**config.mk**
```make
export PLATFORM = sky130hd
export DESIGN_NAME = fredkin_shift_add_ctrl
export DESIGN_NICKNAME = d
export VERILOG_FILES = /design/src/rtl/fredkin_mm_pkg.sv /design/src/rtl/fredkin_gate.sv /design/src/rtl/fredkin_pp_row.sv /design/src/rtl/fredkin_shift_add_ctrl.sv
export SDC_FILE = /design/constraint.sdc
export NUM_CORES = 1
export LEC_CHECK = 0
export ABC_AREA = 1
export CAP_MARGIN = 20
export CORE_MARGIN = 2
export CORE_UTILIZATION = 61
export CTS_BUF_LIST = sky130_fd_sc_hd__clkbuf_8
export DETAILED_ROUTE_END_ITERATION = 7
export GPL_TIMING_DRIVEN = 0
export HOLD_SLACK_MARGIN = 0.08
export PLACE_DENSITY_LB_ADDON = 0.25
export SLEW_MARGIN = 5
export SYNTH_ARGS = -nofsm -noshare
export SYNTH_HDL_FRONTEND = slang
export SYNTH_SLANG_ARGS = --single-unit
```
**constraint.sdc**
```tcl
create_clock -name clk -period 5.4 [get_ports clk]
set_input_delay 0.81 -clock clk [delete_from_list [all_inputs] [get_ports clk]]
set_output_delay 0.81 -clock clk [all_outputs]
set_load 0.005 [all_outputs]
```
**src/rtl/fredkin_mm_pkg.sv**
```systemverilog
// Shared types and sizing helpers for the Fredkin shift-add multiplier slice.
package fredkin_mm_pkg;
  typedef enum logic [1:0] {IDLE, RUN, DONE} state_t;

  localparam int WIDTH_DEF     = 8;
  localparam int ACC_GUARD_DEF = 4;

  function automatic int res_w(input int width, input int guard);
    return 2 * width + guard;
  endfunction
endpackage

```
**src/rtl/fredkin_gate.sv**
```systemverilog
// Fredkin (controlled-swap) gate: p=x; x=1 swaps y and z onto q/r.
module fredkin_gate (
  input  logic x,
  input  logic y,
  input  logic z,
  output logic p,
  output logic q,
  output logic r
);
  assign p = x;
  assign q = x ? z : y;
  assign r = x ? y : z;
endmodule

```
**src/rtl/fredkin_pp_row.sv**
```systemverilog
// One partial-product row: each Fredkin gate passes mcand[i] on q when sel is high.
module fredkin_pp_row #(
  parameter int WIDTH = 8
) (
  input  logic             sel,
  input  logic [WIDTH-1:0] mcand,
  output logic [WIDTH-1:0] pp
);
  // Only the q outputs carry the partial product; p and r are by-products.
  logic [WIDTH-1:0] p_unused;
  logic [WIDTH-1:0] r_unused;

  for (genvar i = 0; i < WIDTH; i++) begin : g_gate
    fredkin_gate u_gate (
      .x (sel),
      .y (1'b0),
      .z (mcand[i]),
      .p (p_unused[i]),
      .q (pp[i]),
      .r (r_unused[i])
    );
  end
endmodule

```
**src/rtl/fredkin_shift_add_ctrl.sv**
```systemverilog
// Sequential shift-add multiplier controller driving a Fredkin partial-product row.
// Define FREDKIN_ACCUM_EN to add the in_clr port and a wrapping result accumulator.
module fredkin_shift_add_ctrl
  import fredkin_mm_pkg::*;
#(
  parameter int WIDTH     = WIDTH_DEF,
  parameter int ACC_GUARD = ACC_GUARD_DEF
) (
  input  logic                                clk,
  input  logic                                rst_n,
  input  logic                                in_valid,
  output logic                                in_ready,
  input  logic [WIDTH-1:0]                    in_a,
  input  logic [WIDTH-1:0]                    in_b,
`ifdef FREDKIN_ACCUM_EN
  input  logic                                in_clr,
`endif
  output logic                                out_valid,
  input  logic                                out_ready,
  output logic [res_w(WIDTH, ACC_GUARD)-1:0]  out_result,
  output logic                                busy
);
  localparam int RES_W  = res_w(WIDTH, ACC_GUARD);
  localparam int PROD_W = 2 * WIDTH;
  localparam int CNT_W  = $clog2(WIDTH);

  state_t              state_q;
  logic [CNT_W-1:0]    cnt_q;
  logic [WIDTH-1:0]    mcand_q;
  logic [WIDTH-1:0]    mplier_q;
  logic [PROD_W-1:0]   product_q;
  logic [RES_W-1:0]    out_result_q;
  logic                out_valid_q;
  logic                in_ready_q;
  logic                busy_q;

  logic [WIDTH-1:0]    pp;
  logic [PROD_W-1:0]   product_d;
  logic [RES_W-1:0]    result_d;

  fredkin_pp_row #(.WIDTH(WIDTH)) u_row (
    .sel   (mplier_q[0]),
    .mcand (mcand_q),
    .pp    (pp)
  );

  assign product_d = product_q + ({{WIDTH{1'b0}}, pp} << cnt_q);

`ifdef FREDKIN_ACCUM_EN
  logic [RES_W-1:0] acc_q;
  logic             clr_q;
  // Sum wraps naturally at RES_W bits.
  assign result_d = (clr_q ? '0 : acc_q) + {{ACC_GUARD{1'b0}}, product_d};
`else
  assign result_d = {{ACC_GUARD{1'b0}}, product_d};
`endif

  always_ff @(posedge clk or negedge rst_n) begin
    if (!rst_n) begin
      state_q      <= IDLE;
      cnt_q        <= '0;
      mcand_q      <= '0;
      mplier_q     <= '0;
      product_q    <= '0;
      out_result_q <= '0;
      out_valid_q  <= 1'b0;
      in_ready_q   <= 1'b1;
      busy_q       <= 1'b0;
`ifdef FREDKIN_ACCUM_EN
      acc_q        <= '0;
      clr_q        <= 1'b0;
`endif
    end else begin
      case (state_q)
        IDLE: begin
          if (in_valid && in_ready_q) begin
            mcand_q    <= in_a;
            mplier_q   <= in_b;
            product_q  <= '0;
            cnt_q      <= '0;
            in_ready_q <= 1'b0;
            busy_q     <= 1'b1;
            state_q    <= RUN;
`ifdef FREDKIN_ACCUM_EN
            clr_q      <= in_clr;
`endif
          end
        end
        RUN: begin
          product_q <= product_d;
          mplier_q  <= mplier_q >> 1;
          cnt_q     <= cnt_q + CNT_W'(1);
          // Last partial product: publish the finished sum on this edge.
          if (cnt_q == CNT_W'(WIDTH - 1)) begin
            out_result_q <= result_d;
            out_valid_q  <= 1'b1;
            state_q      <= DONE;
`ifdef FREDKIN_ACCUM_EN
            acc_q        <= result_d;
`endif
          end
        end
        DONE: begin
          if (out_ready) begin
            out_valid_q <= 1'b0;
            in_ready_q  <= 1'b1;
            busy_q      <= 1'b0;
            state_q     <= IDLE;
          end
        end
        default: state_q <= IDLE;
      endcase
    end
  end

  assign in_ready   = in_ready_q;
  assign out_valid  = out_valid_q;
  assign out_result = out_result_q;
  assign busy       = busy_q;
endmodule

```
==> out/metrics.yaml, run 1 <==
p_seq_frac: 0.619
ys_ff_latch: 56
drc: 0
min_period_ns: 2.667
grt_pass1_vias: 2999
drt-initial-drc-count: 180
relSlewSlack: 0.6435
setup_viol: 0
grt-ovfl-total: 0
synthCells: 483
whs_ns: 0.4545
syn-cell-area_um2: 3437
cts_tree: "yes"
placed_cells: 597
fin_ws_ns: 2.733
status: "finished clean"
postRouteWirelength_um: 7601
synth-edff-count: 0
worst_pin_slew_ns: 0.5348
rows: 27
drive_above_1_share: 0.05441
insertion_delay_ns: 0.32
post_cts_buffers: 0
fmax_mhz: 374.9
combPwrFrac: 0.038
fin_cells: 605
cts_hold_buffers: 0
vdd.ir_drop.worst_mv: 0.1160
synth_flop_cell: "dfrtp_1"
crit_path_end_kind: "flip-flop"
seq_area_frac_synth: 0.4081
die_x_um: 79.07
postPlaceCellArea_um2: 3934
clkPwrFrac: 0.342
yosysUniqueCellTypes: 33
arrival_ns: 2.89
io_buffers: 38
finalCritPeriodShare: 0.4939
routabilityCongestion: 0.9041
tns_ns: 0
p_sw_frac: 0.2251
p_int_w: 0.0005243
maxSlewViolCount: 0
die-area_um2: 6251
yosysMostFrequentCell: "nand2_1"
cts_root_buffer: "clkbuf_8"
grt_max_degree: 35
dr.pass1.iters: 4
fin_skew_ns: 0.01320
ctsResizeCount: 0
hold_class: "in2async"
syn_to_final_growth_pct: 16.93
synth_common_cells: "nand2_1 (190), dfrtp_1 (55), inv_1 (47), nor2_1 (37), nand3_1 (32)"
wl_per_cell_um: 12.56
h-tree-depth: 2
numCtsBuffers: 5
cts.sinks: 56
stdcell_area_um2: 4019
p_switching_w: 0.0001523
ant_nets: 0
clk_path_buf_depth: 2
start_util: 0.6280
p_leak_nw: 2.131
yosysWarnings: 0
max_cap_viol_count: 0
pre_cts_ws_ns: 2.764
cp-start-kind: "flip-flop"
yosysTopAreaCellShare: 0.4004
rsz0062_at_grt: "no"
gr-usage-all-layers: 0.2652
nNetsFinal: 571
cts.clk_slew.worst_paths_ns: 0.11
core_um2: 5473
fill_cells: 461
die_y_um: 79.07
critPathRequiredTime_ns: 5.62
avgSynthCellArea_um2: 7.116
final_hold_viol_count: 0
path_class: "reg2reg"
antenna_found_initial: 0
dp_hpwl_um: 5868
synth_top_area_cell: "dfrtp_1"
via_per_inst: 5.164
synth-async-reset-ratio: 1.000
power_density_nw_per_um2: 168.4
diodes: 0
ios: 43
vias: 3124
synthTopCellsByArea: "dfrtp_1 (40%), nand2_1 (21%), ha_1 (6.6%)"
grt_pass1_wl_um: 13100
crit_path_max_fanout: 10
## path summary, 6_finish.rpt
kind / from / endpoint / slack, ns / cells past startpoint
min in group clk: in_ready / in_ready / 0.48 / 2
max reg2reg: mplier_q[0] / out_result[15] / 2.73 / 14
max: mplier_q[0] / out_result[15] / 2.73 / 14
min reg2reg: in_ready / in_ready / 0.48 / 2
max in group asynchronous: rst_n / in_ready / 4.30 / 2
min: rst_n / out_result[3] / 0.45 / 1
## flip-flops by register name, indices dropped and copies added, names as in the netlist
signal,flops
out_result,16
product_q,16
mcand_q,8
mplier_q,8
cnt_q,3
state_q,2
busy,1
in_ready,1
out_valid,1
## cells by family after synthesis
family,count (synthesis),share of synthesized area
adder cells (fa/ha/maj),19,0.07135
other,1,0.001091
multiplexers,2,0.005825
AO/OA/AOI/OAI,43,0.06589
XOR/XNOR,4,0.01019
buffers and inverters,69,0.08991
flip-flops,56,0.4081
AND/OR/NAND/NOR,289,0.3477
## stage by stage
step | total power (W) | utilization
after floorplan | 0.0004302 | -
after global placement | 0.0004520 | 0.7160
after detailed placement | 0.0004539 | 0.7188
after CTS | 0.0006787 | 0.7343
after global routing | 0.0006992 | 0.7343
final | 0.0006766 | 0.7343
## layout make-up
type                            instances  area [µm²]  area share
Multi-Input combinational cell        361        1737      0.4321
Clock buffer                            5       68.82     0.01712
Buffer                                 19       118.9     0.02958
Inverter                               50       190.2     0.04732
Clock inverter                          3       16.27    0.004047
Sequential cell                        56        1403      0.3490
Tap cell                               72       90.09     0.02242
Timing Repair Buffer                   39       395.4     0.09838
## cells in the final DEF (no fill, tap or decap), types with 2 or more instances in the layout
master,count
o21ai_0,29
clkdlybuf4s50_1,37
nand3_1,32
nor2_1,37
xor2_1,3
a21oi_1,7
dfrtp_1,55
buf_2,6
o21ai_1,2
a211oi_1,2
nor3_1,17
a31oi_1,2
clkbuf_8,5
buf_4,9
conb_1,4
ha_1,18
nand2_1,190
mux2i_1,2
clkbuf_1,3
inv_1,49
or2_1,5
nand3b_1,4
## power groups by stage
stage | Clock (W) | Sequential, W | Combinational (W)
after floorplan | 0 | 0.000427 | 0.00000275
after global placement | 0 | 0.000427 | 0.0000246
after detailed placement | 0 | 0.000427 | 0.0000266
after CTS | 0.000233 | 0.000419 | 0.0000267
after global routing | 0.000251 | 0.000419 | 0.0000289
final | 0.000232 | 0.000419 | 0.0000259
## metal layers
metal | up-vias | wire length [µm] | GRT usage
li1 | 1606 | - | -
met1 | 1433 | 3453 | 0.3423
met2 | 72 | 3682 | 0.4610
met3 | 13 | 333 | 0.03636
met4 | 0 | 132 | 0.08621
met5 | - | 0 | 0
## worst max-delay path, stage by stage, from the launching register on
cell	delay (ns)
dfrtp_1	0.41
buf_4	0.18
nand2_1	0.07
o21ai_0	0.22
mux2i_1	0.14
o21ai_0	0.36
ha_1	0.33
nand2_1	0.11
inv_1	0.06
nand2_1	0.06
nand2_1	0.07
a21oi_1	0.21
nand3_1	0.15
nand3_1	0.14
nand2_1	0.06
(Power assumes the default switching activity.)
==> inputs of run 2 (changes only) <==
--- a/config.mk
+++ b/config.mk
@@ -8,7 +8,7 @@
 export ABC_AREA = 1
 export CAP_MARGIN = 20
 export CORE_MARGIN = 2
-export CORE_UTILIZATION = 61
+export CORE_UTILIZATION = 52
 export CTS_BUF_LIST = sky130_fd_sc_hd__clkbuf_8
 export DETAILED_ROUTE_END_ITERATION = 7
 export GPL_TIMING_DRIVEN = 0
==> constraint.sdc (replaced) <==
create_clock -name clk -period 2.45 [get_ports clk]
set_input_delay 0.3675 -clock clk [delete_from_list [all_inputs] [get_ports clk]]
set_output_delay 0.3675 -clock clk [all_outputs]
set_load 0.005 [all_outputs]
==> run 2 against run 1 <==
Compared with the run above:
- sequential cell count unchanged
- clock skew down 0.0025 ns
- critical endpoint is now out_result[8]
- largest cell class unchanged
- critical path type unchanged
- clock power up 130%
- die area up 16%
- via count up 2.3%
- non-clock buffer count up 10
- total power up 120%
- utilization down 4.5 points
- hold slack better by 0.024 ns
==> out/metrics.yaml, run 2 (synthesis gave the netlist of run 1 again) <==
fill_cells: 551  # +20%
dr.pass1.iters: 5  # +1
setup_viol: 0  # unchanged
wl_per_cell_um: 13.41  # +6.7%
p_total_w: 0.001507  # +120%
die-area_um2: 7276  # +16%
stdcell_area_um2: 4400  # +9.5%
relSlewSlack: 0.5841  # -0.05936
drive_above_1_share: 0.2007  # +0.1463
final_common_cell: "nand2_1"
crit_chain: "clkbuf_16, nand2_2, nor2_1, inv_1, nor2_1, inv_1, nor2_2, ha_2, fa_2, nand2_2, nand2_2, and2_4, nand2_2, nand2_2, xor2_2, nand2_1, nand2_1"
diodes: 0  # unchanged
ios: 43  # unchanged
cts_tree: "yes"
power_density_nw_per_um2: 342.4  # +100%
numCtsBuffers: 5  # unchanged
critPathMaxStageDelay_ns: 0.48  # +0.07 ns
top_usage_layer: "met2"
vias: 3196  # +2.3%
maxSlewViolCount: 0  # unchanged
arrival_ns: 2.63  # -0.26 ns
vdd.ir_drop.worst_mv: 0.2599  # +120%
routabilityCongestion: 0.8829  # -2.3%
cp-startpoint: "mplier_q[0]"
drt-initial-drc-count: 143  # -21%
worst-path-stages: 17  # +3
drc: 0  # unchanged
worst_pin_slew_ns: 0.6239  # +0.08904 ns
core_um2: 6386  # +17%
grt_pass1_vias: 2916  # -2.8%
final_cell_mix: "nand2_1 (169), dfrtp_1 (53), inv_1 (44)"
cts_root_buffer: "clkbuf_8"
insertion_delay_ns: 0.33  # about the same
fmax_mhz: 415.7  # +11%
h-tree-depth: 2  # unchanged
postRouteWirelength_um: 8313  # +9.4%
gr-usage-all-layers: 0.2260  # -0.03918
whs_ns: 0.4785  # +0.02393 ns
p_leak_nw: 2.218  # +4.1%
critPathRequiredTime_ns: 2.68  # -2.94 ns
cts.clk_slew.worst_paths_ns: 0.11  # about the same
min_period_ns: 2.405  # -0.2617 ns
hold_class: "reg2reg"
io_buffers: 38  # unchanged
status: "finished clean"
antenna_found_initial: 0  # unchanged
fin_cells: 620  # +2.5%
path_delay_family: "simple AND/OR/NAND/NOR gates"
max_cap_viol_count: 0  # unchanged
reg2reg_to: "out_result[8]"
die_x_um: 85.30  # +7.9%
via_per_inst: 5.155  # -0.17%
path_class: "reg2reg"
nNetsFinal: 581  # +1.8%
die_y_um: 85.30  # +7.9%
ant_nets: 0  # unchanged
r2r_setup_slack_ns: 0.04  # -2.69 ns
grt_use_met1: 0.2981  # -0.04418
dp_hpwl_um: 6012  # +2.5%
critPathBufInv: 3  # +1
start_util: 0.5382  # -0.08982
rsz0062_at_grt: "yes"
crit_slowest_cell: "dfrtp_2"
crit_path_max_fanout: 5  # -5
placed_cells: 602  # +0.84%
postPlaceCellArea_um2: 3940  # +0.16%
clk_path_buf_depth: 2  # unchanged
grt_max_degree: 31  # -11%
globalRouteMet3Util: 0.03405  # -0.002317
crit_path_end_kind: "flip-flop"
grt-ovfl-total: 0  # unchanged
cts.sinks: 56  # unchanged
rows: 29  # +7.4%
grt_pass1_wl_um: 13270  # +1.3%
crit_path_end: "out_result[8]"
grt_util_met2: 0.3913  # -0.06968
r2r-start: "mplier_q[0]"
cp-start-kind: "flip-flop"
finalCritPeriodShare: 0.9818  # +0.4879
cp_common_cell: "nand2_2"
syn_to_final_growth_pct: 28.03
final_hold_viol_count: 0  # unchanged
fin_skew_ns: 0.01067  # -0.002528 ns
rr_worst_depth: 17  # +3
run 2: cell count changes in the layout (fill, tap and decap cells not counted), moves of 5 or more:
cell and delta:
nand3_2 +5, o21ai_2 +12, buf_4 +7, a21oi_1 -5, nand2_1 -21, ha_1 -5
nand3_1 -5, a21oi_2 +5, o21ai_0 -17, nand2_2 +21, o21ai_1 +5, inv_1 -5
run 2: power by group:
part / internal (W) / switching (W)
registers: 0.000924 / 0
logic: 0.0000336 / 0.0000244
clock network: 0.000201 / 0.000324
run 2: cell type report:
| cell class | instances | area [µm²] | share of cell area |
|---|---|---|---|
| multi-input cells | 361 | 1989 | 0.4521 |
| flip-flops and latches | 56 | 1405 | 0.3193 |
| repair buffers | 50 | 495.5 | 0.1126 |
| inverters | 50 | 193.9 | 0.04407 |
| plain buffers | 18 | 132.6 | 0.03014 |
| well taps | 77 | 96.34 | 0.02189 |
| clock buffers | 5 | 68.82 | 0.01564 |
| clock inverters | 3 | 18.77 | 0.004265 |
run 2: stage by stage:
stage	util	setup TNS, ns	setup WS (ns)
after global routing	0.6891	-1.539	-0.1232
after global placement	0.6146	-39.85	-0.7093
after floorplan	-	0	0.2936
after detailed placement	0.6170	-1.259	-0.1725
final	0.6891	0	0.04466
after CTS	0.6375	0	0.007154
run 2: worst register-to-register path, cell delays in order (launching register included):
cell	delay, ns
dfrtp_2	0.48
clkbuf_16	0.18
nand2_2	0.05
nor2_1	0.04
inv_1	0.07
nor2_1	0.04
inv_1	0.09
nor2_2	0.04
ha_2	0.22
fa_2	0.40
nand2_2	0.07
nand2_2	0.05
and2_4	0.15
nand2_2	0.06
nand2_2	0.06
xor2_2	0.19
nand2_1	0.07
nand2_1	0.06
run 2: worst min path at each step:
stage	slack (ns)	cells past startpoint	to	startpoint
global route	0.49	2	in_ready	in_ready
floorplan	0.07	0	busy	rst_n
global placement	0.46	2	out_valid	out_valid
detailed placement	0.42	1	out_result[6]	rst_n
finish	0.48	2	in_ready	in_ready
CTS	0.48	2	in_ready	in_ready
run 2: timing repair:
| item | CTS | global route |
|---|---|---|
| pin swaps | 2 | 26 |
| setup buffers | 2 | 6 |
| gates resized for setup | 16 | 77 |
| hold buffers | 1 | 0 |
| cloned | 0 | 2 |
| hold endpoints to repair | 20 | 0 |
| setup endpoints to repair | 18 | 22 |
run 2: metal layers:
layer,routed length [µm],up-vias
met5,0,-
met4,143,0
met3,286,11
met2,4165,60
met1,3717,1489
li1,-,1636
==> inputs of run 3 (changes only) <==
--- a/config.mk
+++ b/config.mk
@@ -6,14 +6,14 @@
 export NUM_CORES = 1
 export LEC_CHECK = 0
 export ABC_AREA = 1
-export CAP_MARGIN = 20
 export CORE_MARGIN = 2
-export CORE_UTILIZATION = 52
+export CORE_UTILIZATION = 45
 export CTS_BUF_LIST = sky130_fd_sc_hd__clkbuf_8
 export DETAILED_ROUTE_END_ITERATION = 7
 export GPL_TIMING_DRIVEN = 0
 export HOLD_SLACK_MARGIN = 0.08
 export PLACE_DENSITY_LB_ADDON = 0.25
+export SKIP_CTS_REPAIR_TIMING = 1
 export SLEW_MARGIN = 5
 export SYNTH_ARGS = -nofsm -noshare
 export SYNTH_HDL_FRONTEND = slang
==> run 3 against run 2 <==
Compared with the run above:
- critical path depth shrank 4
- non-clock buffer count is the same
- sequential share of layout area grew 0.35 points
- sequential power is essentially flat
- total power grew 15%
- critical path type unchanged
- largest cell class unchanged
==> out/metrics.yaml, run 3 (synthesis gave the netlist of run 1 again) <==
status: "finished clean"
final_hold_viol_count: 0  # unchanged
power_density_nw_per_um2: 397.0  # +16%
cp-startpoint: "mplier_q[0]"
grt_pass1_vias: 2901  # -0.51%
nNetsFinal: 581  # unchanged
cts_root_buffer: "clkbuf_8"
cts.clk_slew.worst_paths_ns: 0.11  # about the same
via_per_inst: 4.879  # -5.4%
cts_tree: "yes"
hold_class: "reg2reg"
antenna_found_initial: 0  # unchanged
p_seq_frac: 0.535  # -0.078
grt_max_degree: 36  # +16%
clkPwrFrac: 0.432  # +0.084
path_class: "reg2reg"
worst_pin_slew_ns: 0.5537  # -0.07012 ns
drc: 0  # unchanged
vdd.ir_drop.worst_mv: 0.2325  # -11%
ant_nets: 0  # unchanged
p_sw_frac: 0.2076  # -0.02386
arrival_ns: 2.66  # +0.03 ns
p_leak_nw: 2.212  # -0.30%
critPathRequiredTime_ns: 2.66  # -0.02 ns
crit_path_end_kind: "flip-flop"
final_cell_mix: "nand2_1 (181), dfrtp_1 (53), inv_1 (46)"
wl_per_cell_um: 12.74  # -5.0%
p_switching_w: 0.0003587  # +2.9%
grt_pass1_wl_um: 13540  # +2.0%
setup_viol: 0  # unchanged
combPwrFrac: 0.034  # -0.004
dp_hpwl_um: 6050  # +0.63%
maxSlewViolCount: 0  # unchanged
min_period_ns: 2.442  # +0.03642 ns
numCtsBuffers: 5  # unchanged
routabilityCongestion: 0.8524  # -3.5%
postRouteWirelength_um: 8178  # -1.6%
grt-ovfl-total: 0  # unchanged
insertion_delay_ns: 0.32  # about the same
hp-start: "in_ready"
clk_path_buf_depth: 2  # unchanged
final_common_cell: "nand2_1"
cp-start-kind: "flip-flop"
crit_path_max_fanout: 10  # +5
max_cap_viol_count: 0  # unchanged
placed_cells: 624  # +3.7%
drt-initial-drc-count: 172  # +20%
cts.sinks: 56  # unchanged
r2r-start: "mplier_q[0]"
h-tree-depth: 2  # unchanged
syn_to_final_growth_pct: 26.65
die-area_um2: 8353  # +15%
finalCritPeriodShare: 0.9966  # +0.01486
rows: 31  # +6.9%
ios: 43  # unchanged
gr-usage-all-layers: 0.2000  # -0.02599
fin_cells: 642  # +3.5%
die_x_um: 91.40  # +7.1%
fmax_mhz: 409.5  # -1.5%
vias: 3132  # -2.0%
die_y_um: 91.40  # +7.1%
dr.pass1.iters: 4  # -1
diodes: 0  # unchanged
start_util: 0.4689  # -0.06935
p_total_w: 0.001728  # +15%
p_int_w: 0.001369  # +18%
core_um2: 7331  # +15%
fin_skew_ns: 0.007990  # -0.002685 ns
rsz0062_at_grt: "yes"
relSlewSlack: 0.6308  # +0.04674
drive_above_1_share: 0.1473  # -0.05341
io_buffers: 38  # unchanged
==> run 3: changes by cell type in the layout (fill, tap and decap cells not counted), moves of 3 or more <==
cell / change
nand2_1: +12
ha_1: +3
nand2_2: -12
o21ai_2: -4
==> run 3: cell type report <==
class,count,area (µm²)
Clock inverter,3,68.82
Timing Repair Buffer,49,473.0
Multi-Input combinational cell,361,1889
Fill cell,682,2978
Sequential cell,56,1405
Inverter,50,190.2
Clock buffer,5,68.82
Buffer,19,133.9
Tap cell,99,123.9
==> run 3: worst paths after layout <==
kind | slack, ns | cells past startpoint | end
worst max-delay path | 0.008 | 13 | out_result[7]
worst min-delay path | 0.48 | 2 | in_ready
min in group asynchronous | 0.54 | 2 | out_result[6]
worst min register to register | 0.48 | 2 | in_ready
worst max register to register | 0.008 | 13 | out_result[7]
max in group asynchronous | 1.27 | 3 | in_ready
==> run 3: critical path, stage by stage, from the launching register on <==
cell	delay, ns
dfrtp_2	0.47
buf_8	0.16
nand3_1	0.10
o21ai_2	0.08
mux2i_2	0.21
o21ai_2	0.11
ha_1	0.36
nand2_1	0.11
inv_1	0.08
a21oi_2	0.15
nand2_2	0.10
or2_1	0.27
nand3_2	0.08
nand2_1	0.06
==> run 3: metal layers <==
layer  GRT usage  vias to the layer above  routed length [µm]
met3     0.03485                        7                 272
met2      0.3199                       46                3968
met4     0.05303                        0                  84
li1            -                     1630                   -
met1      0.2795                     1449                3853
met5           0                        -                   0
==> run 3: stage by stage <==
step / TNS [ns] / utilization / hold slack [ns] / setup WS (ns) / cell area (µm²)
6_report: 0 / 0.5938 / 0.4821 / 0.008244 / 4353
5_1_grt: -1.696 / 0.5938 / 0.5079 / -0.1709 / 4353
4_1_cts: -1.611 / 0.5600 / 0.03391 / -0.1842 / 4105
3_5_place_dp: -1.244 / 0.5412 / 0.3889 / -0.1723 / 3968
3_3_place_gp: -44.44 / 0.5392 / 0.4577 / -0.7950 / 3953
2_1_floorplan: 0 / - / 0.07191 / 0.2936 / 3448
==> run 3: power by group through the flow <==
stage | clock (W) | combinational [W] | sequential [W]
2_1_floorplan | 0 | 0.00000607 | 0.000942
3_3_place_gp | 0 | 0.0000551 | 0.000942
5_1_grt | 0.000808 | 0.0000664 | 0.000924
6_report | 0.000746 | 0.0000579 | 0.000924
4_1_cts | 0.000755 | 0.0000592 | 0.000924
3_5_place_dp | 0 | 0.0000592 | 0.000942
